## src/rtl/irq_arbiter.sv

```systemverilog
// irq_arbiter: fixed-priority interrupt controller sitting between the
// peripheral interrupt lines and the core's IRQ_REQ/IRQ_ADD inputs.
// Source events are latched as pending flags, gated by a software mask
// and the global I flag, and the lowest eligible index wins. Each service
// is sequenced with an irq_ack / reti handshake.
//
// Optional build macro: IRQ_NEST_EN
//   Defined   -> two-level nesting: a higher-priority source may preempt a
//                running service; served indices are kept on a depth-2 stack.
//   Undefined -> strictly non-nested operation.
module irq_arbiter #(
  parameter int              NSRC = 8,
  parameter logic [NSRC-1:0] EDGE = {NSRC{1'b1}}
) (
  input  logic            clk,
  input  logic            rst,
  input  logic [NSRC-1:0] src,
  input  logic            gie,
  input  logic            msk_we,
  input  logic [NSRC-1:0] msk_din,
  input  logic            irq_ack,
  input  logic            reti,
  output logic            IRQ_REQ,
  output logic [3:0]      IRQ_ADD,
  output logic [NSRC-1:0] msk,
  output logic [NSRC-1:0] pend
);

  localparam logic [1:0] S_IDLE    = 2'd0;
  localparam logic [1:0] S_REQ     = 2'd1;
  localparam logic [1:0] S_SERVICE = 2'd2;

  localparam logic [NSRC-1:0] L_ONE = NSRC'(1);

  logic [NSRC-1:0] r_src_d;
  logic [NSRC-1:0] r_pend;
  logic [NSRC-1:0] r_msk;
  logic [1:0]      r_state;
  logic [3:0]      r_win;
  logic            r_req;
  logic [3:0]      r_add;

  logic [NSRC-1:0] w_elig;
  logic            w_any;
  logic [3:0]      w_win;
  logic            w_ack;
  logic            w_win_on;
  logic [NSRC-1:0] w_set;
  logic [NSRC-1:0] w_clr;
  logic [NSRC-1:0] w_pend_nxt;
  logic [1:0]      w_ret_state;

`ifdef IRQ_NEST_EN
  logic [3:0] r_stk0;
  logic [3:0] r_stk1;
  logic [1:0] r_depth;
  logic [3:0] w_top;

  assign w_top       = (r_depth == 2'd2) ? r_stk1 : r_stk0;
  assign w_ret_state = (r_depth != 2'd0) ? S_SERVICE : S_IDLE;
`else
  assign w_ret_state = S_IDLE;
`endif

  assign w_elig   = r_pend & r_msk;
  assign w_any    = |w_elig;
  assign w_ack    = (r_state == S_REQ) && irq_ack;
  assign w_win_on = |(r_msk & (L_ONE << r_win));
  assign w_set    = src & ~r_src_d;
  assign w_clr    = w_ack ? (L_ONE << r_win) : '0;

  assign IRQ_REQ = r_req;
  assign IRQ_ADD = r_add;
  assign msk     = r_msk;
  assign pend    = r_pend;

  // Lowest set eligible index wins; scanning downwards leaves the lowest one.
  always_comb begin
    w_win = '0;
    for (int i = NSRC - 1; i >= 0; i--) begin
      if (w_elig[i]) w_win = 4'(i);
    end
  end

  // Next pending value: edge bits set-dominant over ack clear, level bits track src.
  always_comb begin
    w_pend_nxt = r_pend;
    for (int i = 0; i < NSRC; i++) begin
      if (EDGE[i]) w_pend_nxt[i] = w_set[i] | (r_pend[i] & ~w_clr[i]);
      else         w_pend_nxt[i] = src[i];
    end
  end

  // Source delay line for edge detect plus the pending flag register.
  always_ff @(posedge clk or negedge rst) begin
    if (!rst) begin
      r_src_d <= '0;
      r_pend  <= '0;
    end else begin
      r_src_d <= src;
      r_pend  <= w_pend_nxt;
    end
  end

  // Software mask register; new value is seen by arbitration one clk later.
  always_ff @(posedge clk or negedge rst) begin
    if (!rst) begin
      r_msk <= '0;
    end else if (msk_we) begin
      r_msk <= msk_din;
    end
  end

  // Request/service sequencer driving the registered request and vector.
  always_ff @(posedge clk or negedge rst) begin
    if (!rst) begin
      r_state <= S_IDLE;
      r_win   <= '0;
      r_req   <= 1'b0;
      r_add   <= '0;
`ifdef IRQ_NEST_EN
      r_stk0  <= '0;
      r_stk1  <= '0;
      r_depth <= '0;
`endif
    end else begin
      case (r_state)
        S_IDLE: begin
          if (gie && w_any) begin
            r_win   <= w_win;
            r_req   <= 1'b1;
            r_add   <= w_win + 4'd1;
            r_state <= S_REQ;
          end
        end
        S_REQ: begin
          if (irq_ack) begin
            r_req   <= 1'b0;
            r_add   <= '0;
            r_state <= S_SERVICE;
`ifdef IRQ_NEST_EN
            if (r_depth == 2'd0) r_stk0 <= r_win;
            else                 r_stk1 <= r_win;
            r_depth <= r_depth + 2'd1;
`endif
          end else if (!gie || !w_win_on) begin
            r_req   <= 1'b0;
            r_add   <= '0;
            r_state <= w_ret_state;
          end
        end
        S_SERVICE: begin
`ifdef IRQ_NEST_EN
          if (reti) begin
            r_depth <= r_depth - 2'd1;
            if (r_depth == 2'd1) r_state <= S_IDLE;
          end else if (gie && w_any && (r_depth != 2'd2) && (w_win < w_top)) begin
            r_win   <= w_win;
            r_req   <= 1'b1;
            r_add   <= w_win + 4'd1;
            r_state <= S_REQ;
          end
`else
          if (reti) r_state <= S_IDLE;
`endif
        end
        default: begin
          r_req   <= 1'b0;
          r_add   <= '0;
          r_state <= S_IDLE;
        end
      endcase
    end
  end

endmodule

```

## config.mk

```make
export PLATFORM = sky130hd
export DESIGN_NAME = irq_arbiter
export DESIGN_NICKNAME = d
export VERILOG_FILES = /design/src/rtl/irq_arbiter.sv
export SDC_FILE = /design/constraint.sdc
export NUM_CORES = 1
export LEC_CHECK = 0
export ABC_AREA = 1
export CELL_PAD_IN_SITES_DETAIL_PLACEMENT = 1
export CELL_PAD_IN_SITES_GLOBAL_PLACEMENT = 2
export CORE_UTILIZATION = 31
export DETAILED_ROUTE_END_ITERATION = 16
export PLACE_DENSITY = 0.86
export SKIP_CTS_REPAIR_TIMING = 1
export SYNTH_ARGS = -nofsm -noshare
export SYNTH_HDL_FRONTEND = slang
export SYNTH_SLANG_ARGS = --single-unit
```

## constraint.sdc

```tcl
create_clock -name clk -period 2.35 [get_ports clk]
set_clock_uncertainty 0.1 [all_clocks]
set_input_delay 0.3525 -clock clk [delete_from_list [all_inputs] [get_ports clk]]
set_output_delay 0.3525 -clock clk [all_outputs]
set_load 0.01 [all_outputs]
```

# Word-level counts from Yosys, hierarchy flattened
# Index checks and enable logic that the tools add are counted.
[classes]
n_addsub = 1
n_eq_ne = 5
shifts = 1
mux = 22
bitwise = 29
reduce_logical = 11
[ops]
columns = ["operator", "n"]
rows = [
  ["$mux W4", 7],
  ["$and A8 B8 Y8", 3],
  ["$reduce_or A8 Y1", 2],
  ["$mux W3", 4],
  ["$pmux W4 S3", 1],
  ["$not A1 Y1", 9],
  ["$and A1 B1 Y1", 8],
  ["$mux W2", 4],
  ["$mux W8", 1],
  ["$not A8 Y8", 1],
  ["$or A1 B1 Y1", 8],
  ["$shl A1 B4 Y8 const A", 1],
  ["$pmux W2 S3", 1],
  ["$reduce_and A3 Y1", 2],
  ["$add A4 B1 Y4 const B", 1],
  ["$ne A2 B2 Y1 const B", 2],
  ["$mux W1", 3],
  ["$ne A3 B2 Y1 const B", 1],
  ["$pmux W1 S3", 1],
  ["$eq A2 B1 Y1 const B", 1],
  ["$eq A2 B2 Y1 const B", 1],
  ["$logic_and A1 B1 Y1", 2],
  ["$logic_not A1 Y1", 2],
  ["$logic_not A2 Y1", 1],
  ["other kinds (2)", 2],
]
[word_totals]
reg_bits = 35
input_bits = 22
output_inout_bits = 21
elab_cells = 76

# Longest topological paths before layout
# Gate-level depths: netlist of run 1.
[depth]
ltp_word = 12
depth_mapped = 13
ltp_nobuf = 13

# Worst setup path after synthesis of run 1
# Ideal clock, no wire load.
[synth_path]
path_kind = "reg-to-reg"
startpoint = "reg r_msk[5] (netlist: msk[5])"
endpoint = "reg r_add[2] (netlist: IRQ_ADD[2])"
setup_ns = 0.117
arrival_ns = 1.303
t_required_ns = 2.133
path_slack_ns = 0.830
stages_incl_launch_ff = 13
path_buffers = 0
synth_period_minus_slack_ns = 1.520
path_cell_list = "dfrtp_1 -> nand2_1 -> nand2_1 -> nand2_1 -> nand2_1 -> nand2_1 -> nand2_1 -> nand2_1 -> inv_1 -> ha_1 -> xnor2_1 -> nand2_1 -> nand2_1"
[synth_between]
elab_chain_cells = 10
word_cells_on_any_way = 19
cone_classes = "1 x add/sub; 2 x eq/ne; 8 x mux; 2 x bitwise; 6 x reduce/logical"
[synth_lines]
columns = ["element", "line", "source"]
rows = [
  ["from (decl)", "37", "logic [NSRC-1:0] r_msk;"],
  ["from (signal assigned)", "110", "r_msk <= msk_din;"],
  ["$and A8 B8 Y8", "65", "assign w_elig = r_pend & r_msk;"],
  ["$mux W3 (2 in series)", "81", "if (w_elig[i]) w_win = 4'(i);"],
  ["$mux W4 (4 in series)", "81", ""],
  ["via w_win[0]", "45", "logic [3:0] w_win;"],
  ["$add A4 B1 Y4", "132", "r_add <= w_win + 4'd1;"],
  ["$mux W4", "129", "if (gie && w_any) begin"],
  ["$pmux W4 S3", "127", "case (r_state)"],
  ["to (signal assigned)", "132", ""],
  ["to (decl)", "41", "logic [3:0] r_add;"],
]
# The timed path passes the listed nets, and every way through them passes these cells. The select of a mux whose other input is x is not followed.
# A chain may end at the register's enable or synchronous reset.

# Worst setup path after layout of run 1
[layout_path]
startpoint = "reg r_msk[4] (netlist: msk[4])"
endpoint = "out msk[4]"
[layout_lines]
columns = ["element", "line", "source"]
rows = [
  ["to (decl)", "25", "output logic [NSRC-1:0] msk,"],
]
# No word-level cell between the ends.

==> metrics.txt, run 1 <==
design area 2150 sq um; Slew HR 63.9%; Comb pwr share 33.5%; Tcrit/Tclk final 73.6%; nature of the critical path endpoint output pin; placed instance count 266; Slew Limit Fails 0; Worst Path Arrival 1.28 ns; share of cells above drive strength 1 16.9%; Post-synth top cells nand2_1 (40), dfrtp_1 (34), inv_1 (15); CTS Sinks 34; largest cells by area after synthesis dfrtp_1 (54%), nand2_1 (9.5%), mux2_2 (5.7%); startpoint class of the critical path register; initial antenna violation count 0; final setup vio count 0; via total after detailed routing 1267; CP max FO 4; Crit Path Category register to output pin; CP required 1.90 ns; Internal Power 1230 uW; Remaining Overflow, GRT 0; share of the synthesized area in the top cell type 54.0%; Tmin final 1.73 ns; root buf cell clkbuf_8; register bit count reported by yosys 34; top-count cell post-synth nand2_1; total power 1950 uW; static leakage 0.000975 uW; vias in the first global route 1421; nets@finish 229; buffers and inverters on the worst path 1; Final ANT Viol Nets 0; die area 5370 sq um; fmax 0.578 GHz; HPWL Detailed 2.81 mm; synth warn 0; Hold Vio Cnt, Final 0; Clock transition at path regs 0.07 ns; CTS tree done; outcome completed; clock power share 23.2%; sequential share of the synthesized area 54.0%; IO Pins 43; CP peak stage delay 0.57 ns; top_reg_cell synth dfrtp_1; Port-buffer cells 42; CTS Buffer Depth 2; Via-to-Cell Ratio 4.62; Post-synth EDFFs 0; Reg power frac 43.3%; Initial Utilization 32.7%; Die Ht 73.3 um; Peak VDD IR 0.333 mV; library cells used by synthesis 27; row cnt 25; Core ar. 4820 sq um; Syn Area/Cell 9.91 sq um; Area after DPL 2060 sq um; ys async rst share 100%; Clock Latency Late Sink 0.28 ns; GPL Wtd Cong 0.795; Yosys top cell by area dfrtp_1; synthesized cell area 1580 sq um; routed wire length 3.81 mm; worst min path class register to register; final setup margin 0.620 ns; 1st-iter DRT viols 48; TNS Setup 0 ns; register area 851 sq um; gr usage total 16.6%; filler instances 553; total CTS buffers 5; # Max-Cap Violations 0; Layout area overhead 36.5%; Cells after Synth 159; Critical-path top delay cell clkdlybuf4s50_1; slew of the pin with the lowest slew margin 0.541 ns; NetSw 714 uW; multi-input logic area 617 sq um; switching share of power 36.7%; Remaining DRCs 0; Net Count, Synth 182; unrepaired setup endpoints after global routing no; largest net degree at the start of global routing 35; Initial DRT Pass Iterations 4; Non-Filler Instances 274; Avg WL per Cell 13.9 um; PwrDens 905 nW/um^2; die width 73.3 um; pre-CTS setup slack 0.437 ns; CP top delay family buffers and inverters; Antenna Cells 0; H-tree depth 2; CP cell instances clkdlybuf4s50_1; first-pass GRT wire length 6.60 mm
==> layout make-up <==
type	count	area share (%)
timing repair buffer	44	20.2
tap	67	3.90
inverter	18	3.37
clock inverter	1	0.233
clock buffer	7	4.01
sequential	34	39.6
multi-input combinational	103	28.7
==> per-stage QoR <==
stage               hold slack [ns]  util, %
floorplan                   -0.0431        -
global placement              0.303     42.8
detailed placement            0.317     42.8
CTS                           0.328     44.6
global route                  0.352     44.6
finish                        0.329     44.6
==> kinds of logic after synthesis <==
kind of cell / share of synthesized area (%)
multiplexers: 5.72
adder cells (fa/ha/maj): 0.794
AND/OR/NAND/NOR: 23.8
AO/OA/AOI/OAI: 8.26
buffers and inverters: 6.83
XOR/XNOR: 0.556
flip-flops: 54.0
==> worst paths after layout <==
kind,from,endpoint,slack (ns),cells past startpoint
max in group asynchronous,rst,msk[6],1.47,2
worst min register to register,r_src_d[7],pend[7],0.33,1
worst min-delay path,r_src_d[7],pend[7],0.33,1
worst max-delay path,msk[4],msk[4],0.62,1
worst max register to register,msk[5],IRQ_ADD[2],0.68,12
min in group asynchronous,rst,msk[4],0.37,2
==> cell usage in the layout, fill, tap and decap left out, drive strengths merged <==
cell type,Yosys,final
a31o,1,1
buf,4,2
clkbuf,0,7
clkdlybuf4s50,0,42
clkinv,0,1
dfrtp,34,34
ha,1,1
inv,18,18
mux2,8,8
nand2,48,48
nand3,9,9
nand4,7,7
nor2,7,7
nor4,1,1
o21ai,14,14
o31ai,1,1
o41ai,5,5
xnor2,1,1
==> sequential cells by signal (all words and copies together) (netlist names) <==
name and flops:
msk 8, r_win 3, r_src_d 8, pend 8, IRQ_REQ 1, r_state 2
IRQ_ADD 4
==> layer usage <==
layer,global-route usage [%],routed length [um]
met5,0,0
met4,6.32,51
met3,4.80,178
met2,26.1,1780
met1,21.4,1800
==> power groups by stage <==
| stage | Combinational [uW] | Clock, uW | Sequential (uW) |
|---|---|---|---|
| 2_1_floorplan | 454 | 0 | 795 |
| 3_3_place_gp | 641 | 0 | 847 |
| 3_5_place_dp | 659 | 0 | 852 |
| 4_1_cts | 665 | 463 | 843 |
| 5_1_grt | 736 | 484 | 859 |
| 6_report | 653 | 451 | 842 |
Power figures use the tool's default switching activity.
==> run 2, diff against run 1 <==
--- a/config.mk
+++ b/config.mk
@@ -8,9 +8,9 @@
 export ABC_AREA = 1
 export CELL_PAD_IN_SITES_DETAIL_PLACEMENT = 1
 export CELL_PAD_IN_SITES_GLOBAL_PLACEMENT = 2
-export CORE_UTILIZATION = 31
+export CORE_UTILIZATION = 29
 export DETAILED_ROUTE_END_ITERATION = 16
-export PLACE_DENSITY = 0.86
+export PLACE_DENSITY = 0.81
 export SKIP_CTS_REPAIR_TIMING = 1
 export SYNTH_ARGS = -nofsm -noshare
 export SYNTH_HDL_FRONTEND = slang
==> constraint.sdc (replaced) <==
create_clock -name clk -period 1.75 [get_ports clk]
set_clock_uncertainty 0.1 [all_clocks]
set_input_delay 0.2625 -clock clk [delete_from_list [all_inputs] [get_ports clk]]
set_output_delay 0.2625 -clock clk [all_outputs]
set_load 0.01 [all_outputs]
==> run 2 against run 1 <==
- count of clock-buffer cells in the layout is the same
- die area is 6.7% higher
- wire length increased by 10%
- design area up 3.1%
- first-iteration DRC count increased by 35%
- final cell count up 3.6%
- total power increased by 36%
- critical path type unchanged
- largest cell class unchanged
- via count grew 4.3%
- flip-flop and latch count stayed put
- critical path depth grew 1
- sequential power up 35%
- largest power group unchanged
==> metrics.txt, run 2 (same netlist as run 1, synthesis figures left out) <==
Initial DRT Pass Iterations 4; gr usage total 16.8%; Slew Limit Fails 0; Initial Utilization 30.5%; commonest non-fill, non-tap cell in the layout clkdlybuf4s50_1; die area 5730 sq um; nets@finish 236; switching share of power 36.8%; Tcrit/Tclk final 97.0%; Die Ht 75.7 um; Worst Path Arrival 1.33 ns; # Max-Cap Violations 0; Antenna Cells 0; nature of the critical path endpoint output pin; share of cells above drive strength 1 22.0%; highest-count cells in the layout ignoring fill and taps clkdlybuf4s50_1 (42), nand2_1 (37), dfrtp_1 (32), inv_1 (15), o21ai_0 (13); Internal Power 1680 uW; slew of the pin with the lowest slew margin 0.451 ns; root buf cell clkbuf_8; Remaining Overflow, GRT 0; clock power share 22.3%; via total after detailed routing 1322; IO Pins 43; Final ANT Viol Nets 0; HPWL Detailed 3.24 mm; Comb pwr share 34.6%; PwrDens 1200 nW/um^2; startpoint class of the critical path register; H-tree depth 2; fmax 0.589 GHz; total CTS buffers 5; static leakage 0.00101 uW; Clock Latency Late Sink 0.28 ns; outcome completed; final setup vio count 0; NetSw 975 uW; Clock transition at path regs 0.07 ns; Avg WL per Cell 14.8 um; Port-buffer cells 42; TNS Setup 0 ns; Non-Filler Instances 284; placed instance count 274; GPL Wtd Cong 0.811; initial antenna violation count 0; Reg power frac 43.1%; Peak VDD IR 0.427 mV; routed wire length 4.19 mm; final setup margin 0.0529 ns; first-pass GRT wire length 6.87 mm; Tmin final 1.70 ns; 1st-iter DRT viols 65; filler instances 594; CP max FO 4; CP required 1.39 ns; Hold Vio Cnt, Final 0; Slew HR 70.0%; Core ar. 5170 sq um; die width 75.7 um; row cnt 26; Layout area overhead 40.7%; Crit Path Category register to output pin; Via-to-Cell Ratio 4.65; worst min path class primary input to async pin; CTS Sinks 34; largest net degree at the start of global routing 35; fin util 42.9%; CTS tree done; vias in the first global route 1474; pre-CTS setup slack -0.0652 ns; CTS Buffer Depth 2; Remaining DRCs 0
[run 2: power groups by stage]
stage	Clock (uW)	Sequential, uW	Combinational, uW
after detailed placement	0	1150	921
after floorplan	0	1070	610
after global placement	0	1140	885
after global routing	652	1160	1030
final	590	1140	918
after CTS	617	1140	927
[run 2: path summary, 6_finish.rpt]
kind | from | end | slack, ns | cells after the start
setup / recovery | msk[6] | msk[6] | 0.05 | 2
hold / removal | rst | r_src_d[7] | 0.29 | 2
setup reg to reg | pend[3] | IRQ_ADD[2] | 0.12 | 9
hold reg to reg | r_src_d[5] | pend[5] | 0.32 | 1
max in group asynchronous | rst | r_win[1] | 0.91 | 2
min in group clk | r_src_d[5] | pend[5] | 0.32 | 1
[run 2: per-stage QoR]
stage	hold WS, ns	cell area [sq um]	total power (uW)
2_1_floorplan	-0.133	1580	1680
3_3_place_gp	0.302	2100	2020
3_5_place_dp	0.313	2100	2070
4_1_cts	0.308	2190	2680
5_1_grt	0.325	2220	2850
6_report	0.292	2220	2650
[run 2: routing by layer]
metal | share of wire (%) | global-route usage, % | vias to the layer above | wire length [um]
met5 | 0 | 0 | - | 0
met4 | 1.5 | 6.17 | 0 | 62
met3 | 4.4 | 4.63 | 7 | 185
met1 | 43 | 19.9 | 648 | 1800
met2 | 51 | 29.3 | 34 | 2140
li1 | - | - | 633 | -
[run 2: cell type report]
type	count	area [sq um]	area share, %
Clock inverter	1	5.00	0.226
Timing Repair Buffer	51	488	22.0
Tap cell	70	87.6	3.95
Inverter	18	72.6	3.27
Sequential cell	34	853	38.5
Clock buffer	7	86.3	3.89
Multi-Input combinational cell	103	624	28.2
[run 2: critical path: stages (launching register included)]
cell	delay (ns)
dfrtp_1	0.40
buf_4	0.13
clkdlybuf4s50_1	0.52
